--- config.mk ---
export PLATFORM = sky130hd
export DESIGN_NAME = fir_mac_scheduler_flat
export DESIGN_NICKNAME = d
export VERILOG_FILES = /design/src/rtl/fir_mac_scheduler_pkg.sv /design/src/rtl/fir_mac_scheduler_if.sv /design/src/rtl/fir_mac_scheduler_sample_buffer.sv /design/src/rtl/fir_mac_scheduler.sv /design/src/flat_wrapper.sv
export SDC_FILE = /design/constraint.sdc
export NUM_CORES = 1
export LEC_CHECK = 0
export CORE_ASPECT_RATIO = 0.8
export CORE_MARGIN = 2
export CORE_UTILIZATION = 45
export CTS_BUF_LIST = sky130_fd_sc_hd__clkbuf_8
export DETAILED_ROUTE_END_ITERATION = 8
export GPL_ROUTABILITY_DRIVEN = 1
export SETUP_SLACK_MARGIN = 0.3
export SYNTH_ARGS = -nofsm -noshare
export SYNTH_HDL_FRONTEND = slang
export SYNTH_HIERARCHICAL = 1
export SYNTH_SLANG_ARGS = --single-unit
--- constraint.sdc ---
create_clock -name clock -period 11.8 [get_ports clock]
set_clock_uncertainty 0.1 [all_clocks]
set_input_delay 2.95 -clock clock [delete_from_list [all_inputs] [get_ports clock]]
set_output_delay 2.95 -clock clock [all_outputs]
set_load 0.02 [all_outputs]
--- src/rtl/fir_mac_scheduler_pkg.sv ---
// Shared types and constants for the time-multiplexed FIR MAC scheduler.
`default_nettype none

package fir_mac_scheduler_pkg;

  typedef enum logic [1:0] {
    ST_CLEAR = 2'd0,
    ST_IDLE  = 2'd1,
    ST_MAC   = 2'd2
  } state_t;

  localparam int BUF_DEPTH = 32;
  localparam int BUF_AW    = 5;

  // Headroom of 5 bits covers the sum of up to 32 full-scale products.
  function automatic int acc_width(input int dw, input int cw);
    return dw + cw + 5;
  endfunction

endpackage

`default_nettype wire

--- src/rtl/fir_mac_scheduler_if.sv ---
// Sample strobe, coefficient ROM handshake and result bus of the FIR MAC scheduler.
`default_nettype none

interface fir_mac_scheduler_if #(
  parameter int DW    = 16,
  parameter int CW    = 10,
  parameter int OUT_W = 16
);
  logic                    ready;
  logic signed [DW-1:0]    x;
  logic [4:0]              coeff_index;
  logic [1:0]              band_sel;
  logic signed [CW-1:0]    coeff;
  logic signed [OUT_W-1:0] y;
  logic [1:0]              y_band;
  logic                    y_valid;
  logic                    busy;
  logic                    overrun;

  modport slave (
    input  ready, x, coeff,
    output coeff_index, band_sel, y, y_band, y_valid, busy, overrun
  );

  modport master (
    output ready, x, coeff,
    input  coeff_index, band_sel, y, y_band, y_valid, busy, overrun
  );
endinterface

`default_nettype wire

--- src/rtl/fir_mac_scheduler_sample_buffer.sv ---
// Circular sample history: one synchronous write port, one asynchronous read port, no reset.
`default_nettype none

module fir_mac_scheduler_sample_buffer #(
  parameter int DW    = 16,
  parameter int DEPTH = 32,
  parameter int AW    = 5
) (
  input  wire logic                 clock,
  input  wire logic                 we,
  input  wire logic [AW-1:0]        waddr,
  input  wire logic signed [DW-1:0] wdata,
  input  wire logic [AW-1:0]        raddr,
  output logic signed [DW-1:0]      rdata
);

  logic signed [DW-1:0] mem [DEPTH];

  always_ff @(posedge clock) begin
    if (we) begin
      mem[waddr] <= wdata;
    end
  end

  assign rdata = mem[raddr];

endmodule

`default_nettype wire

--- src/rtl/fir_mac_scheduler.sv ---
// One shared MAC walking NTAPS taps of NBANDS FIR filters per sample strobe.
// Build option FIR_SAT_EN: saturate the scaled result instead of wrapping it.
`default_nettype none

module fir_mac_scheduler
  import fir_mac_scheduler_pkg::*;
#(
  parameter int NTAPS  = 31,
  parameter int NBANDS = 2,
  parameter int DW     = 16,
  parameter int CW     = 10,
  parameter int ACC_W  = acc_width(DW, CW),
  parameter int SHIFT  = 10,
  parameter int OUT_W  = 16
) (
  input  wire logic             clock,
  input  wire logic             reset,
  fir_mac_scheduler_if.slave    bus
);

  localparam logic [BUF_AW-1:0] LAST_TAP  = BUF_AW'(NTAPS - 1);
  localparam logic [BUF_AW-1:0] LAST_SLOT = BUF_AW'(BUF_DEPTH - 1);
  localparam logic [1:0]        LAST_BAND = 2'(NBANDS - 1);
`ifdef FIR_SAT_EN
  localparam logic signed [ACC_W-1:0] SAT_MAX = ACC_W'((1 << (OUT_W - 1)) - 1);
  localparam logic signed [ACC_W-1:0] SAT_MIN = ~SAT_MAX;
`endif

  state_t                  state_q, state_d;
  logic [BUF_AW-1:0]       wptr_q, wptr_d;
  logic [BUF_AW-1:0]       newest_q, newest_d;
  logic [BUF_AW-1:0]       tap_q, tap_d;
  logic [1:0]              band_q, band_d;
  logic signed [ACC_W-1:0] acc_q, acc_d;
  logic signed [OUT_W-1:0] y_q, y_d;
  logic [1:0]              y_band_q, y_band_d;
  logic                    y_valid_q, y_valid_d;
  logic                    overrun_q, overrun_d;

  logic                    buf_we;
  logic signed [DW-1:0]    buf_wdata;
  logic signed [DW-1:0]    sample;
  logic signed [DW+CW-1:0] prod;
  logic signed [ACC_W-1:0] acc_sum;

  fir_mac_scheduler_sample_buffer #(
    .DW    (DW),
    .DEPTH (BUF_DEPTH),
    .AW    (BUF_AW)
  ) u_buf (
    .clock (clock),
    .we    (buf_we),
    .waddr (wptr_q),
    .wdata (buf_wdata),
    .raddr (newest_q - tap_q),
    .rdata (sample)
  );

  assign prod    = $signed({{DW{bus.coeff[CW-1]}}, bus.coeff})
                 * $signed({{CW{sample[DW-1]}}, sample});
  assign acc_sum = acc_q + {{(ACC_W - DW - CW){prod[DW+CW-1]}}, prod};

  always_comb begin
    state_d   = state_q;
    wptr_d    = wptr_q;
    newest_d  = newest_q;
    tap_d     = tap_q;
    band_d    = band_q;
    acc_d     = acc_q;
    y_d       = y_q;
    y_band_d  = y_band_q;
    y_valid_d = 1'b0;
    buf_we    = 1'b0;
    buf_wdata = '0;
    // A strobe is only ever accepted from IDLE; anything else is lost and flagged.
    overrun_d = overrun_q | (bus.ready && (state_q != ST_IDLE));

    case (state_q)
      ST_CLEAR: begin
        buf_we = 1'b1;
        wptr_d = wptr_q + 1'b1;
        if (wptr_q == LAST_SLOT) begin
          state_d = ST_IDLE;
        end
      end
      ST_IDLE: begin
        if (bus.ready) begin
          buf_we    = 1'b1;
          buf_wdata = bus.x;
          newest_d  = wptr_q;
          wptr_d    = wptr_q + 1'b1;
          tap_d     = '0;
          band_d    = '0;
          acc_d     = '0;
          state_d   = ST_MAC;
        end
      end
      ST_MAC: begin
        if (tap_q == LAST_TAP) begin
`ifdef FIR_SAT_EN
          if ((acc_sum >>> SHIFT) > SAT_MAX) begin
            y_d = {1'b0, {(OUT_W - 1){1'b1}}};
          end else if ((acc_sum >>> SHIFT) < SAT_MIN) begin
            y_d = {1'b1, {(OUT_W - 1){1'b0}}};
          end else begin
            y_d = OUT_W'(acc_sum >>> SHIFT);
          end
`else
          y_d = OUT_W'(acc_sum >>> SHIFT);
`endif
          y_band_d  = band_q;
          y_valid_d = 1'b1;
          acc_d     = '0;
          tap_d     = '0;
          band_d    = band_q + 1'b1;
          if (band_q == LAST_BAND) begin
            state_d = ST_IDLE;
          end
        end else begin
          acc_d = acc_sum;
          tap_d = tap_q + 1'b1;
        end
      end
      default: begin
        state_d = ST_CLEAR;
      end
    endcase
  end

  always_ff @(posedge clock or posedge reset) begin
    if (reset) begin
      state_q   <= ST_CLEAR;
      wptr_q    <= '0;
      newest_q  <= '0;
      tap_q     <= '0;
      band_q    <= '0;
      acc_q     <= '0;
      y_q       <= '0;
      y_band_q  <= '0;
      y_valid_q <= 1'b0;
      overrun_q <= 1'b0;
    end else begin
      state_q   <= state_d;
      wptr_q    <= wptr_d;
      newest_q  <= newest_d;
      tap_q     <= tap_d;
      band_q    <= band_d;
      acc_q     <= acc_d;
      y_q       <= y_d;
      y_band_q  <= y_band_d;
      y_valid_q <= y_valid_d;
      overrun_q <= overrun_d;
    end
  end

  assign bus.coeff_index = (state_q == ST_MAC) ? tap_q  : '0;
  assign bus.band_sel    = (state_q == ST_MAC) ? band_q : '0;
  assign bus.busy        = (state_q != ST_IDLE);
  assign bus.y           = y_q;
  assign bus.y_band      = y_band_q;
  assign bus.y_valid     = y_valid_q;
  assign bus.overrun     = overrun_q;

endmodule

`default_nettype wire

--- src/flat_wrapper.sv ---
// flat-port wrapper written by rule: the top's interface ports become plain ports
module fir_mac_scheduler_flat import fir_mac_scheduler_pkg::*;
#(
  parameter int NTAPS  = 31,
  parameter int NBANDS = 2,
  parameter int DW     = 16,
  parameter int CW     = 10,
  parameter int ACC_W  = acc_width(DW, CW),
  parameter int SHIFT  = 10,
  parameter int OUT_W  = 16
)
  (clock, reset, bus_ready, bus_x, bus_coeff, bus_coeff_index, bus_band_sel, bus_y, bus_y_band, bus_y_valid, bus_busy, bus_overrun);
  fir_mac_scheduler_if #(.DW(DW), .CW(CW), .OUT_W(OUT_W)) bus_i ();
  input  wire logic clock;
  input  wire logic reset;
  input wire logic [$bits(bus_i.ready)-1:0] bus_ready;
  input wire logic [$bits(bus_i.x)-1:0] bus_x;
  input wire logic [$bits(bus_i.coeff)-1:0] bus_coeff;
  output wire logic [$bits(bus_i.coeff_index)-1:0] bus_coeff_index;
  output wire logic [$bits(bus_i.band_sel)-1:0] bus_band_sel;
  output wire logic [$bits(bus_i.y)-1:0] bus_y;
  output wire logic [$bits(bus_i.y_band)-1:0] bus_y_band;
  output wire logic [$bits(bus_i.y_valid)-1:0] bus_y_valid;
  output wire logic [$bits(bus_i.busy)-1:0] bus_busy;
  output wire logic [$bits(bus_i.overrun)-1:0] bus_overrun;
  assign bus_i.ready = bus_ready;
  assign bus_i.x = bus_x;
  assign bus_i.coeff = bus_coeff;
  assign bus_coeff_index = bus_i.coeff_index;
  assign bus_band_sel = bus_i.band_sel;
  assign bus_y = bus_i.y;
  assign bus_y_band = bus_i.y_band;
  assign bus_y_valid = bus_i.y_valid;
  assign bus_busy = bus_i.busy;
  assign bus_overrun = bus_i.overrun;
  fir_mac_scheduler #(.NTAPS(NTAPS), .NBANDS(NBANDS), .DW(DW), .CW(CW), .ACC_W(ACC_W), .SHIFT(SHIFT), .OUT_W(OUT_W)) u_core (.clock(clock), .reset(reset), .bus(bus_i));
endmodule
==> results.yml <==
worst_setup_path:
  reg2reg_from: "u_core/tap_q[0]$_DFFE_PP0P_"
  critical-path-slowest-cell: "nor2b_4"
  critical_path.most_common_cell: "fa_1"
  crit_path_end_kind: "register"
  r2r-end: "u_core/bus.y[15]$_DFFE_PP0P_"
  cp_slowest_stage_delay_ns: 0.63
  critPathLaunch: "u_core/tap_q[0]$_DFFE_PP0P_"
  path_max_fanout: 22
  critical_path_class: "register to register"
  r2r_cells: 36
  crit_arrival_ns: 11.19
  critPathRequiredTime_ns: 12.21
  critPathLaunchType: "register"
  r2r_setup_slack_ns: 1.01
clocking:
  numCtsBuffers: 91
  path_clk_slew_ns: 0.06
  cts_tree: "built"
  cts_sinks: 577
  h-tree-depth: 3
  post-cts-setup-buffers: 0
  cts_buffer_depth: 3
  root_buffer: "clkbuf_8"
  clk_latency_ns: 0.67
place:
  placed_area_sq_um: 31800
  numPortBuffers: 56
  place_ws_ns: 0.634
  hpwlAfterDp_microns: 50000
  routabilityCongestion: 0.875
logic_synthesis:
  synth_area_leader_cell: "edfxtp_1"
  synthFlopType: "edfxtp_1"
  syn_area_sq_um: 30100
  yosysUniqueCellTypes: 66
  syn_area_per_cell_sq_um: 13.4
  synth_top_area_share_pct: 51.1
  yosys_warnings: 6
  synth_edf_count: 512
  async_reset_ff_share_pct: 11.3
  synth-seq-cells: 577
  synth_nets: 2516
  ys_top_cells_by_area: "edfxtp_1, fa_1, mux2i_1"
  syn_inst: 2250
  ys_seq_area_share_pct: 56.5
run:
  maxCapViolations: 0
final_layout:
  fin_area_sq_um: 33600
  mostFrequentLayoutCells: "edfxtp_1, mux2i_1, inv_1"
  drive_gt1_share_pct: 9.82
  layout_commonest_cell: "edfxtp_1"
  finalNetCount: 2653
  areaGrowthSynthToFinish_pct: 11.4
floorplan:
  die_x_microns: 293
  core_region_area_sq_um: 66000
  io_pins: 57
  start_util_pct: 45.6
  die_area_sq_um: 69000
  rows: 84
  die_y_microns: 235
route:
  vias: 18200
  first_pass_iters: 5
  drt_iter0_markers: 1548
  routed_via_density: 5.49
  drc: 0
  final_antenna_net_count: 0
  wirelength_microns: 74500
  wl_per_cell_microns: 22.5
grt:
  grt_pass1_wl_microns: 112000
  track_usage_pct: 21.7
  gr-total-overflow: 0
  antenna_found_initial: 2
  grt_pass1_vias: 18200
  grt_max_degree: 72
sta:
  fin_crit_sh_pct: 91.4
  fin_setup_tns_ns: 0
  worst_slew_pin_slew_ns: 1.39
  period_minus_slack_ns: 10.79
  rsz0062_at_grt: "false"
  hold_viol: 0
  slew_violations: 0
  relSlewSlack_pct: 7.30
  fmaxAchievable_ghz: 0.0927
  setup_ws_ns: 1.01
  holdWs_ns: 0.373
  setup_violations: 0
hold_path:
  hold_path.startpoint: "u_core/bus.y[12]$_DFFE_PP0P_"
  hold_path.class: "register to register"
  whs_endpoint: "u_core/bus.y[12]$_DFFE_PP0P_"
  hold_depth: 2
run_status:
  status: "finished clean"
==> Yosys cell counts (12+ instances only) <==
master / count
inv_1: 206
nor3_1: 26
dfrtp_1: 65
nand2_1: 199
nand3_1: 44
xnor2_1: 41
fa_1: 141
nand2b_1: 17
nor2_1: 80
a21oi_1: 73
buf_2: 19
a22o_1: 49
clkbuf_1: 47
edfxtp_1: 512
and2_1: 81
buf_4: 20
ha_1: 96
o21ai_0: 34
a22oi_1: 65
nand4_1: 22
xor2_1: 12
mux2i_1: 257
a31oi_1: 21
==> what timing repair did <==
action,4_1_cts,5_1_grt
resized for setup,0,6
hold buffers,0,0
endpoints found under the setup margin,0,3
==> worst max-delay path by stage <==
stage / to / slack (ns) / cells past startpoint
finish: u_core/bus.y[15]$_DFFE_PP0P_ / 1.01 / 36
global route: u_core/bus.y[15]$_DFFE_PP0P_ / 0.30 / 40
CTS: u_core/bus.y[15]$_DFFE_PP0P_ / 0.68 / 37
detailed placement: u_core/bus.y[15]$_DFFE_PP0P_ / 0.63 / 29
global placement: u_core/bus.y[15]$_DFFE_PP0P_ / 0.71 / 29
floorplan: u_core/bus.y[15]$_DFFE_PP0P_ / 1.86 / 29
==> kinds of logic (layout without fill, tap and decap cells) <==
group                    count (synthesis)  in the layout  synth area share [%]
buffers and inverters                  310            514                  4.84
flip-flops                             577            577                  56.5
AND/OR/NAND/NOR                        507            508                  8.07
other                                    0              2                     0
multiplexers                           262            262                  8.73
XOR/XNOR                                53             53                  1.54
AO/OA/AOI/OAI                          304            304                  6.99
adder cells (fa/ha/maj)                237            237                  13.4
==> critical path, delay by kind of cell, from the launching register on <==
family / cells / cell delay, ns
xor gates and xnor gates: 1 / 0.16
buffers and inverters: 5 / 0.89
DFF: 1 / 0.43
AOI/OAI and AO/OA: 13 / 2.74
adders and majority gates: 9 / 3.99
and+or+nand+nor: 8 / 2.30
==> routing by layer <==
metal	global-route usage, %	up-vias	share of wire [%]
met5	0	-	0
met4	5.15	0	1.6
met3	5.25	77	7.6
met2	30.2	559	42
met1	33.9	9249	48
li1	-	8336	-
==> final cells by class <==
cell class	count	area (sq um)
Antenna cell	2	5.00
Clock buffer	98	1350
Clock inverter	63	328
Fill cell	5617	32400
Inverter	206	781
Multi-Input combinational cell	1364	11700
Sequential cell	577	17000
Tap cell	860	1080
Timing Repair Buffer	147	1280
==> registers in the layout, indices dropped and copies added, names as in the netlist <==
register and flops:
u_core/u_buf/mem 512, u_core/acc_q 26, u_core/bus.y 16, u_core/newest_q 5, u_core/tap_q 5, u_core/wptr_q 5, u_core/band_q 2, u_core/bus.y_band 2
u_core/state_q 2, u_core/bus.overrun 1, u_core/bus.y_valid 1
==> metrics by stage <==
step	utilization (%)	instances
after floorplan	-	2250
after global placement	48.2	3153
after detailed placement	48.2	3153
after CTS	50.8	3314
after global routing	50.8	3316
final	50.8	3317
Power is not shown: default switching activity piles up to over one toggle a cycle in this logic, so the estimate is an artifact.
==> patch, RTL diff (config.mk and constraints unchanged) <==
The package constant `BUF_DEPTH` goes from 32 to 64.
--- a/src/rtl/fir_mac_scheduler_pkg.sv
+++ b/src/rtl/fir_mac_scheduler_pkg.sv
@@ -9,7 +9,7 @@
     ST_MAC   = 2'd2
   } state_t;
 
-  localparam int BUF_DEPTH = 32;
+  localparam int BUF_DEPTH = 64;
   localparam int BUF_AW    = 5;
 
   // Headroom of 5 bits covers the sum of up to 32 full-scale products.
Formal check against the unedited RTL: no difference found for any inputs over 4 cycles, from zero or initial values and one cycle with reset high; that may be too few to reach the edited logic, so the function may still have changed.
==> patch against the original RTL <==
- wire length about the same
- sequential share of layout area increased by 0.14 points
- cell area decreased by 0.28%
- setup slack got worse by 0.16 ns
- core utilization about the same
- sequential cell count unchanged
- area after synthesis decreased by 0.35%
Power is not shown: default switching activity piles up to over one toggle a cycle in this logic, so the estimate is an artifact.
==> patch: results (changes against the original RTL) <==
.. list-table::
   :header-rows: 1

   * - Metric
     - Value
   * - Crit path capture
     - u_core/acc_q[25]$_DFFE_PP0P_
   * - Syn_nets
     - 2488 (-1.1%)
   * - Fraction of the mapped netlist area in adder cells
     - 13.4% (+0.047 points)
   * - Result of the run
     - complete, no violations
   * - Post-synthesis compound-gate area fraction
     - 6.92% (-0.067 points)
   * - Number of flip-flops in the largest register
     - 512 (unchanged)
   * - Routed length on met2
     - 31100 um (-1.4%)
   * - Total clock buffers created by CTS
     - 92 (+1.1%)
   * - Hold_sp
     - u_core/bus.overrun$_DFF_PP0_
   * - Global-route total usage across every layer
     - 21.7% (+0.075 points)
   * - Detailed-placement wirelength estimate
     - 49100 um (-1.8%)
   * - Internal reg-to-reg setup slack
     - 0.85 ns (-0.16 ns)
   * - Cell count of the worst hold path
     - 1 (-1)
   * - Critical path arrival
     - 11.38 ns (+0.19 ns)
   * - Post-Route WL
     - 74500 um (about the same)
   * - Share of synthesized area occupied by flip-flops and latches
     - 56.7% (+0.20 points)
   * - Post-synth EDFFs
     - 512 (unchanged)
   * - Setup slack at placement
     - 0.558 ns (-0.0754 ns)
   * - Via density
     - 5.46 (-0.54%)
   * - Biggest area contributors in the synthesized netlist
     - sky130_fd_sc_hd__edfxtp_1 51%, sky130_fd_sc_hd__fa_1 9.4%, sky130_fd_sc_hd__mux2i_1 8.5%
   * - Top post-synthesis cells by count
     - 512 x sky130_fd_sc_hd__edfxtp_1, 256 x sky130_fd_sc_hd__mux2i_1, 201 x sky130_fd_sc_hd__inv_1
   * - Placed Instance Area
     - 31700 um^2 (-0.25%)
   * - Weighted congestion reported at the end of routability-driven placement
     - 0.873 (-0.21%)
   * - End point of the worst hold path
     - u_core/bus.overrun$_DFF_PP0_
   * - DRC marker count from the first detailed-route iteration
     - 1592 (+2.8%)
   * - Metal-1 WL
     - 36700 um (+1.9%)
   * - Library cell contributing the largest single delay on the critical path
     - sky130_fd_sc_hd__fa_1
   * - Largest net degree at the start of global routing
     - 81 (+13%)
   * - Nets
     - 2629 (-0.90%)
   * - First-pass GRT wire length
     - 112000 um (about the same)
   * - Maximum fanout count along the critical path
     - 36 (+64%)
   * - Number of search-and-repair iterations in the first detailed-routing pass
     - 6 (+1)
   * - Vias in the first global route
     - 18100 (-0.21%)
   * - Antenna violations before repair
     - 0 (-2)
   * - Post-synthesis share of cell area spent on xor and xnor gates
     - 1.69% (+0.15 points)
   * - H-tree depth
     - 3 (unchanged)
   * - Cells after synthesis
     - 2222 (-1.2%)
   * - Netlist cell types
     - 67 (+1.5%)
   * - Layout cell share with drive strength beyond 1
     - 9.76% (-0.059 points)
   * - Headroom to the max-slew limit
     - 44.1% (+37 points)
   * - Post-CTS setup buffer count
     - 0 (unchanged)
[patch: cell types whose count changed in the layout (fill, tap and decap cells not counted), sizes merged, moves of 5 or more]
cell	before	now
a21oi	76	61
clkinv	22	35
nand2	199	186
a21o	10	22
a211oi	3	9
clkbuf	98	93
mux2	5	10
xnor2	41	46
[patch: cell type report]
cell class,count,area (um^2)
Antenna cell,1,2.50
Clock buffer,93,1280
Clock inverter,77,364
Fill cell,5596,32300
Inverter,202,766
Multi-Input combinational cell,1340,11600
Sequential cell,577,17000
Tap cell,860,1080
Timing Repair Buffer,150,1340
[patch: stage by stage]
step	hold slack, ns	instances	util (%)
2_1_floorplan	0.353	2222	-
3_3_place_gp	0.340	3125	48.3
3_5_place_dp	0.343	3125	48.3
4_1_cts	0.357	3295	50.8
6_report	0.354	3300	50.9
5_1_grt	0.368	3299	50.9
[patch: metal layers]
layer | up-vias | GRT usage (%)
li1 | 8258 | -
met1 | 9120 | 34.8
met2 | 576 | 30.5
met3 | 75 | 4.55
met4 | 0 | 4.18
met5 | - | 0
